<file path="src/rtl/pipe_ctrl_pkg.sv">
// Shared types and constants for the pipeline hazard controller.
// Holds the MDU state enum, default MDU latencies and the zero register.
package pipe_ctrl_pkg;

   // Multiply/divide unit occupancy states
   typedef enum logic {
      MD_IDLE = 1'b0,
      MD_BUSY = 1'b1
   } md_state_e;

   // Default MDU latencies, in busy cycles after the start edge
   localparam int MULT_CYCLES_DEF = 5;
   localparam int DIV_CYCLES_DEF  = 10;

   // $zero is hardwired, so it never creates a dependency
   localparam logic [4:0] ZERO_REG = 5'd0;

   // True when a source reads a real (nonzero) destination
   function automatic logic reg_hit(
      input logic [4:0] src,
      input logic [4:0] dst
   );
      return (src == dst) && (dst != ZERO_REG);
   endfunction

endpackage

</file>
<file path="src/rtl/md_busy_tracker.sv">
// Tracks multi-cycle MDU occupancy with a two-state FSM and down-counter.
// Ports: clk, reset (async active-low), md_start, md_is_div -> md_busy.
module md_busy_tracker
   import pipe_ctrl_pkg::*;
#(
   parameter int MULT_CYCLES = MULT_CYCLES_DEF,
   parameter int DIV_CYCLES  = DIV_CYCLES_DEF
) (
   input  logic clk,
   input  logic reset,
   input  logic md_start,
   input  logic md_is_div,
   output logic md_busy
);

   localparam int CW = $clog2(DIV_CYCLES + 1);

   localparam logic [CW-1:0] DIV_LOAD  = CW'(DIV_CYCLES);
   localparam logic [CW-1:0] MULT_LOAD = CW'(MULT_CYCLES);
   localparam logic [CW-1:0] CNT_ONE   = CW'(1);

   md_state_e     state_q, state_d;
   logic [CW-1:0] md_cnt_q, md_cnt_d;
   logic          md_busy_q, md_busy_d;

   always_comb begin
      state_d  = state_q;
      md_cnt_d = md_cnt_q;
      unique case (state_q)
         MD_IDLE: begin
            if (md_start) begin
               md_cnt_d = md_is_div ? DIV_LOAD : MULT_LOAD;
               state_d  = MD_BUSY;
            end
         end
         MD_BUSY: begin
            // A start here is illegal; the counter keeps running
            md_cnt_d = md_cnt_q - CNT_ONE;
            if (md_cnt_q == CNT_ONE) begin
               state_d = MD_IDLE;
            end
         end
         default: begin
            state_d  = MD_IDLE;
            md_cnt_d = '0;
         end
      endcase
      // Busy flag is registered alongside the state it mirrors
      md_busy_d = (state_d == MD_BUSY);
   end

   always_ff @(posedge clk or negedge reset) begin
      if (!reset) begin
         state_q   <= MD_IDLE;
         md_cnt_q  <= '0;
         md_busy_q <= 1'b0;
      end else begin
         state_q   <= state_d;
         md_cnt_q  <= md_cnt_d;
         md_busy_q <= md_busy_d;
      end
   end

   assign md_busy = md_busy_q;

endmodule

</file>
<file path="src/rtl/pipe_hazard_ctrl.sv">
// Hazard/stall controller for the five-stage pipeline: load-use,
// branch-operand and MDU-wait hazards drive stall (PC, IF/ID) and
// bubble (ID/EX). Ports: ID sources/use flags, EX/MEM destinations,
// MDU start, outputs stall, bubble, md_busy, stall_cnt.
// Optional macro PIPE_STALL_CNT_EN enables the saturating stall counter;
// without it stall_cnt is tied to zero.
module pipe_hazard_ctrl
   import pipe_ctrl_pkg::*;
#(
   parameter int MULT_CYCLES = MULT_CYCLES_DEF,
   parameter int DIV_CYCLES  = DIV_CYCLES_DEF,
   parameter int CNT_W       = 32
) (
   input  logic             clk,
   input  logic             reset,
   input  logic [4:0]       id_rs,
   input  logic [4:0]       id_rt,
   input  logic             id_use_rs_d,
   input  logic             id_use_rt_d,
   input  logic             id_use_rs_e,
   input  logic             id_use_rt_e,
   input  logic             id_is_md,
   input  logic [4:0]       ex_wa,
   input  logic             ex_wr_en,
   input  logic             ex_is_load,
   input  logic [4:0]       mem_wa,
   input  logic             mem_is_load,
   input  logic             md_start,
   input  logic             md_is_div,
   output logic             stall,
   output logic             bubble,
   output logic             md_busy,
   output logic [CNT_W-1:0] stall_cnt
);

   logic rs_ex, rt_ex, rs_mem, rt_mem;
   logic load_use, br_alu, br_load, md_haz;

   md_busy_tracker #(
      .MULT_CYCLES (MULT_CYCLES),
      .DIV_CYCLES  (DIV_CYCLES)
   ) u_md (
      .clk       (clk),
      .reset     (reset),
      .md_start  (md_start),
      .md_is_div (md_is_div),
      .md_busy   (md_busy)
   );

   always_comb begin
      rs_ex  = reg_hit(id_rs, ex_wa);
      rt_ex  = reg_hit(id_rt, ex_wa);
      rs_mem = reg_hit(id_rs, mem_wa);
      rt_mem = reg_hit(id_rt, mem_wa);

      // Load data is not ready for either ID or EX consumers
      load_use = ex_is_load
               & ((rs_ex & (id_use_rs_d | id_use_rs_e))
               |  (rt_ex & (id_use_rt_d | id_use_rt_e)));

      // ALU result can reach EX by forwarding, but not a compare in ID
      br_alu = ex_wr_en & ~ex_is_load
             & ((rs_ex & id_use_rs_d) | (rt_ex & id_use_rt_d));

      // Load data arrives too late in MEM for an ID-stage compare
      br_load = mem_is_load
              & ((rs_mem & id_use_rs_d) | (rt_mem & id_use_rt_d));

      // Masked while reset is held so an aborted MDU cannot stall
      md_haz = id_is_md & (md_busy | md_start) & reset;

      stall  = load_use | br_alu | br_load | md_haz;
      bubble = stall;
   end

`ifdef PIPE_STALL_CNT_EN
   localparam logic [CNT_W-1:0] CNT_ONE = CNT_W'(1);

   logic [CNT_W-1:0] stall_cnt_q, stall_cnt_d;

   always_comb begin
      stall_cnt_d = stall_cnt_q;
      if (stall && (stall_cnt_q != '1)) begin
         stall_cnt_d = stall_cnt_q + CNT_ONE;
      end
   end

   always_ff @(posedge clk or negedge reset) begin
      if (!reset) begin
         stall_cnt_q <= '0;
      end else begin
         stall_cnt_q <= stall_cnt_d;
      end
   end

   assign stall_cnt = stall_cnt_q;
`else
   assign stall_cnt = '0;
`endif

endmodule

</file>
<file path="config.mk">
export PLATFORM = sky130hd
export DESIGN_NAME = pipe_hazard_ctrl
export DESIGN_NICKNAME = d
export VERILOG_FILES = /design/src/rtl/pipe_ctrl_pkg.sv /design/src/rtl/md_busy_tracker.sv /design/src/rtl/pipe_hazard_ctrl.sv
export SDC_FILE = /design/constraint.sdc
export NUM_CORES = 1
export LEC_CHECK = 0
export CORE_ASPECT_RATIO = 0.9
export CORE_MARGIN = 2
export CORE_UTILIZATION = 34
export CTS_BUF_LIST = sky130_fd_sc_hd__clkbuf_4 sky130_fd_sc_hd__clkbuf_8
export DETAILED_ROUTE_END_ITERATION = 10
export PLACE_DENSITY = 0.86
export SYNTH_ARGS = -nofsm -noshare
export SYNTH_HDL_FRONTEND = slang
export SYNTH_SLANG_ARGS = --single-unit
</file>
<file path="constraint.sdc">
create_clock -name clk -period 1.5 [get_ports clk]
set_input_delay 0.15 -clock clk [delete_from_list [all_inputs] [get_ports clk]]
set_output_delay 0.15 -clock clk [all_outputs]
set_load 0.01 [all_outputs]
</file>
==> run metrics <==
WP data required approximately 1400 ps; maximum vdd drop around 0.00058 V; CP endpoint kind output port; slowest stage delay, CP roughly 520 ps; register area around 130 um^2; dpl ws -817 ps; drt drc 0; vias per cell 4.29; failing checks setup timing; Die Wd 56.3 um; startpoint class of the critical path primary input; CTS Hold Bufs 0; Reg clk slew, reported paths 40 ps; final WL 2060 um; row count 17; placed inst area 1170 um^2; global-route wire length before repair 3110 um; Pint 0.618 mW; Clock Power Share 17.1%; largest net degree at the start of global routing 11; DP Cell Count about 180; Detailed Route Iter0 Violations 14; Worst setup startpoint mem_wa[1]; Net Switching 0.411 mW; Comb power frac 56.3%; CP endpoint stall; vias 803; Max clock buf depth 2; synthesized area 836 um^2; post-synth cell types 25; Worst Reg-to-Reg Cells 5; MaxCap Viol Count 0; CTS sink cnt 5; flops & latches, synth 5; nets 194; Mapped Cells 110; clk_lat worst skew 240 ps; RSZ-0062 raised after global routing true; Power per Cell Area 852 nW/um^2; Port Buf Inserts 34; crit-path cells buf_8, or4_4, o21ai_2, o22ai_1, a41o_1, buf_2; Final Max Slew Viols 0; Antenna Nets Post-Route 0; RR Endpoint u_md.md_cnt_q[2]; final setup margin -1.53 ps; CP max FO 3; Layout area overhead 44.6%; r2r startpoint u_md.md_cnt_q[0]; share of cells above drive strength 1 25.8%; Hold WC Path Type primary input to asynchronous set/reset pin; post-DP HPWL 1670 um; switch share 39.9%; Overflow after GRT 0; Layout Cells excl Fill 187; Crit Path Class primary input to output port; CP Data Arrival Time 1350 ps; outcome complete, but fails checks; antenna diode count 0; die area 2870 um^2; CTS Root Cell clkbuf_4; Chip Height 51.0 um; Fin Hold WS 196 ps; GRT Overall Usage 14.0%; final RePlAce weighted congestion 0.850; Final Skew about 2.2 ps; asr flop ratio synth between 90% and 100%; Yosys warning count 0; setup total negative slack -1.86 ps; vias in the first global route around 720; CTS HTree Levels 1; final setup vio count 2; post-route cell area ~1200 um^2; Tcrit/Tclk final 100%; layout filler cell count 241; Initial Util about a third; Hold Vio Cnt, Final 0; most common cell after layout, fill and taps aside conb_1; Num CTS Buffers 3; Core ar. 2380 um^2; Tmin final 1500 ps; drt wl/cell 11.0 um; CTS tree yes; setup slack on the worst flop-to-flop path 410 ps; initial antenna violation count 0; syn avg cell area 7.60 um^2; Leak 0.617 nW; IO Pins 67; most frequent cells in the layout 32 x conb_1, 14 x buf_4, 12 x xor2_1; Crit-path slowest cell or4_4; area of the multi-input gates 612 um^2; Flop pwr share between 20% and 30%; Peak Freq roughly 0.67 GHz; Seq/Total Area, Yosys between 10% and 20%; Primary FF master, synth dfrtp_1; Post-synth EDFFs 0; TritonRoute pass-1 iters 4
synthesized netlist by cell type (all sizes together) (2+ instances only):
cell type | number | share of area, %
dfrtp | 5 | 15
buf | 33 | 30
nand2 | 5 | 2.2
nor2 | 9 | 4.0
inv | 4 | 1.8
xor2 | 13 | 14
nand3 | 2 | 1.2
ha | 2 | 3.0
a21oi | 4 | 2.4
xnor2 | 9 | 9.4
o21ai | 8 | 4.8
nor3 | 4 | 2.4
metrics by stage:
step,util [%],power (mW)
floorplan,-,0.652
global placement,49.3,0.820
detailed placement,49.3,0.857
CTS,49.9,1.02
global route,50.7,1.11
finish,50.7,1.03
timing repair:
item                                    CTS  global route
pin swaps                                11            15
setup buffers                             0             1
endpoints found under the setup margin    2             2
resized for setup                        59            16
worst max-delay path, delay by kind of cell:
| kind | cells | cell delay [ps] |
|---|---|---|
| AOI/OAI and AO/OA | 3 | 440 |
| and+or+nand+nor | 1 | 520 |
| buffers and inverters | 2 | 240 |
final cells by class:
| type | count | share of cell area [%] |
|---|---|---|
| multi-input combinational | 98 | 50.6 |
| timing repair buffer | 48 | 32.4 |
| sequential | 5 | 10.4 |
| tap | 28 | 2.90 |
| clock buffer | 4 | 2.48 |
| inverter | 4 | 1.24 |
worst min path at each step:
| stage | endpoint | cells past startpoint | startpoint | slack, ps |
|---|---|---|---|---|
| 6_report | u_md.md_cnt_q[1] | 2 | reset | 200 |
| 3_3_place_gp | u_md.state_q | 2 | reset | 450 |
| 3_5_place_dp | u_md.md_cnt_q[1] | 2 | reset | 460 |
| 2_1_floorplan | u_md.md_cnt_q[0] | 0 | reset | -150 |
| 5_1_grt | u_md.md_cnt_q[1] | 2 | reset | 200 |
| 4_1_cts | u_md.md_cnt_q[1] | 2 | reset | 190 |
cell families (layout without fill, tap and decap cells):
group                      count (synthesis)  after routing  synth area share, %
buffers and inverters                     38             56                 31.9
and+or+nand+nor                           25             25                 14.4
xor gates and xnor gates                  22             22                 23.1
AOI/OAI and AO/OA                         16             16                 11.1
DFF                                        5              5                 15.0
adders and majority gates                  2              2                 2.99
other                                      1             32                0.449
muxes                                      1              1                 1.20
sequential cells by signal, indices dropped and copies added, names as in the netlist:
signal	cells
u_md.md_cnt_q	4
u_md.state_q	1
metal layers:
metal	track usage, %	wire length, um	share of wire (%)	up-vias
li1	-	-	-	397
met1	15.5	812	39	372
met2	27.5	1100	54	34
met3	1.77	140	6.8	0
met4	4.76	0	0	0
met5	0	0	0	-
power groups by stage:
stage / logic (mW) / registers (mW) / clock network (mW)
final: 0.579 / 0.274 / 0.176
after global routing: 0.640 / 0.283 / 0.188
after CTS: 0.569 / 0.272 / 0.183
after detailed placement: 0.584 / 0.274 / 0
after global placement: 0.548 / 0.272 / 0
after floorplan: 0.385 / 0.267 / 0
(Power assumes the default switching activity.)
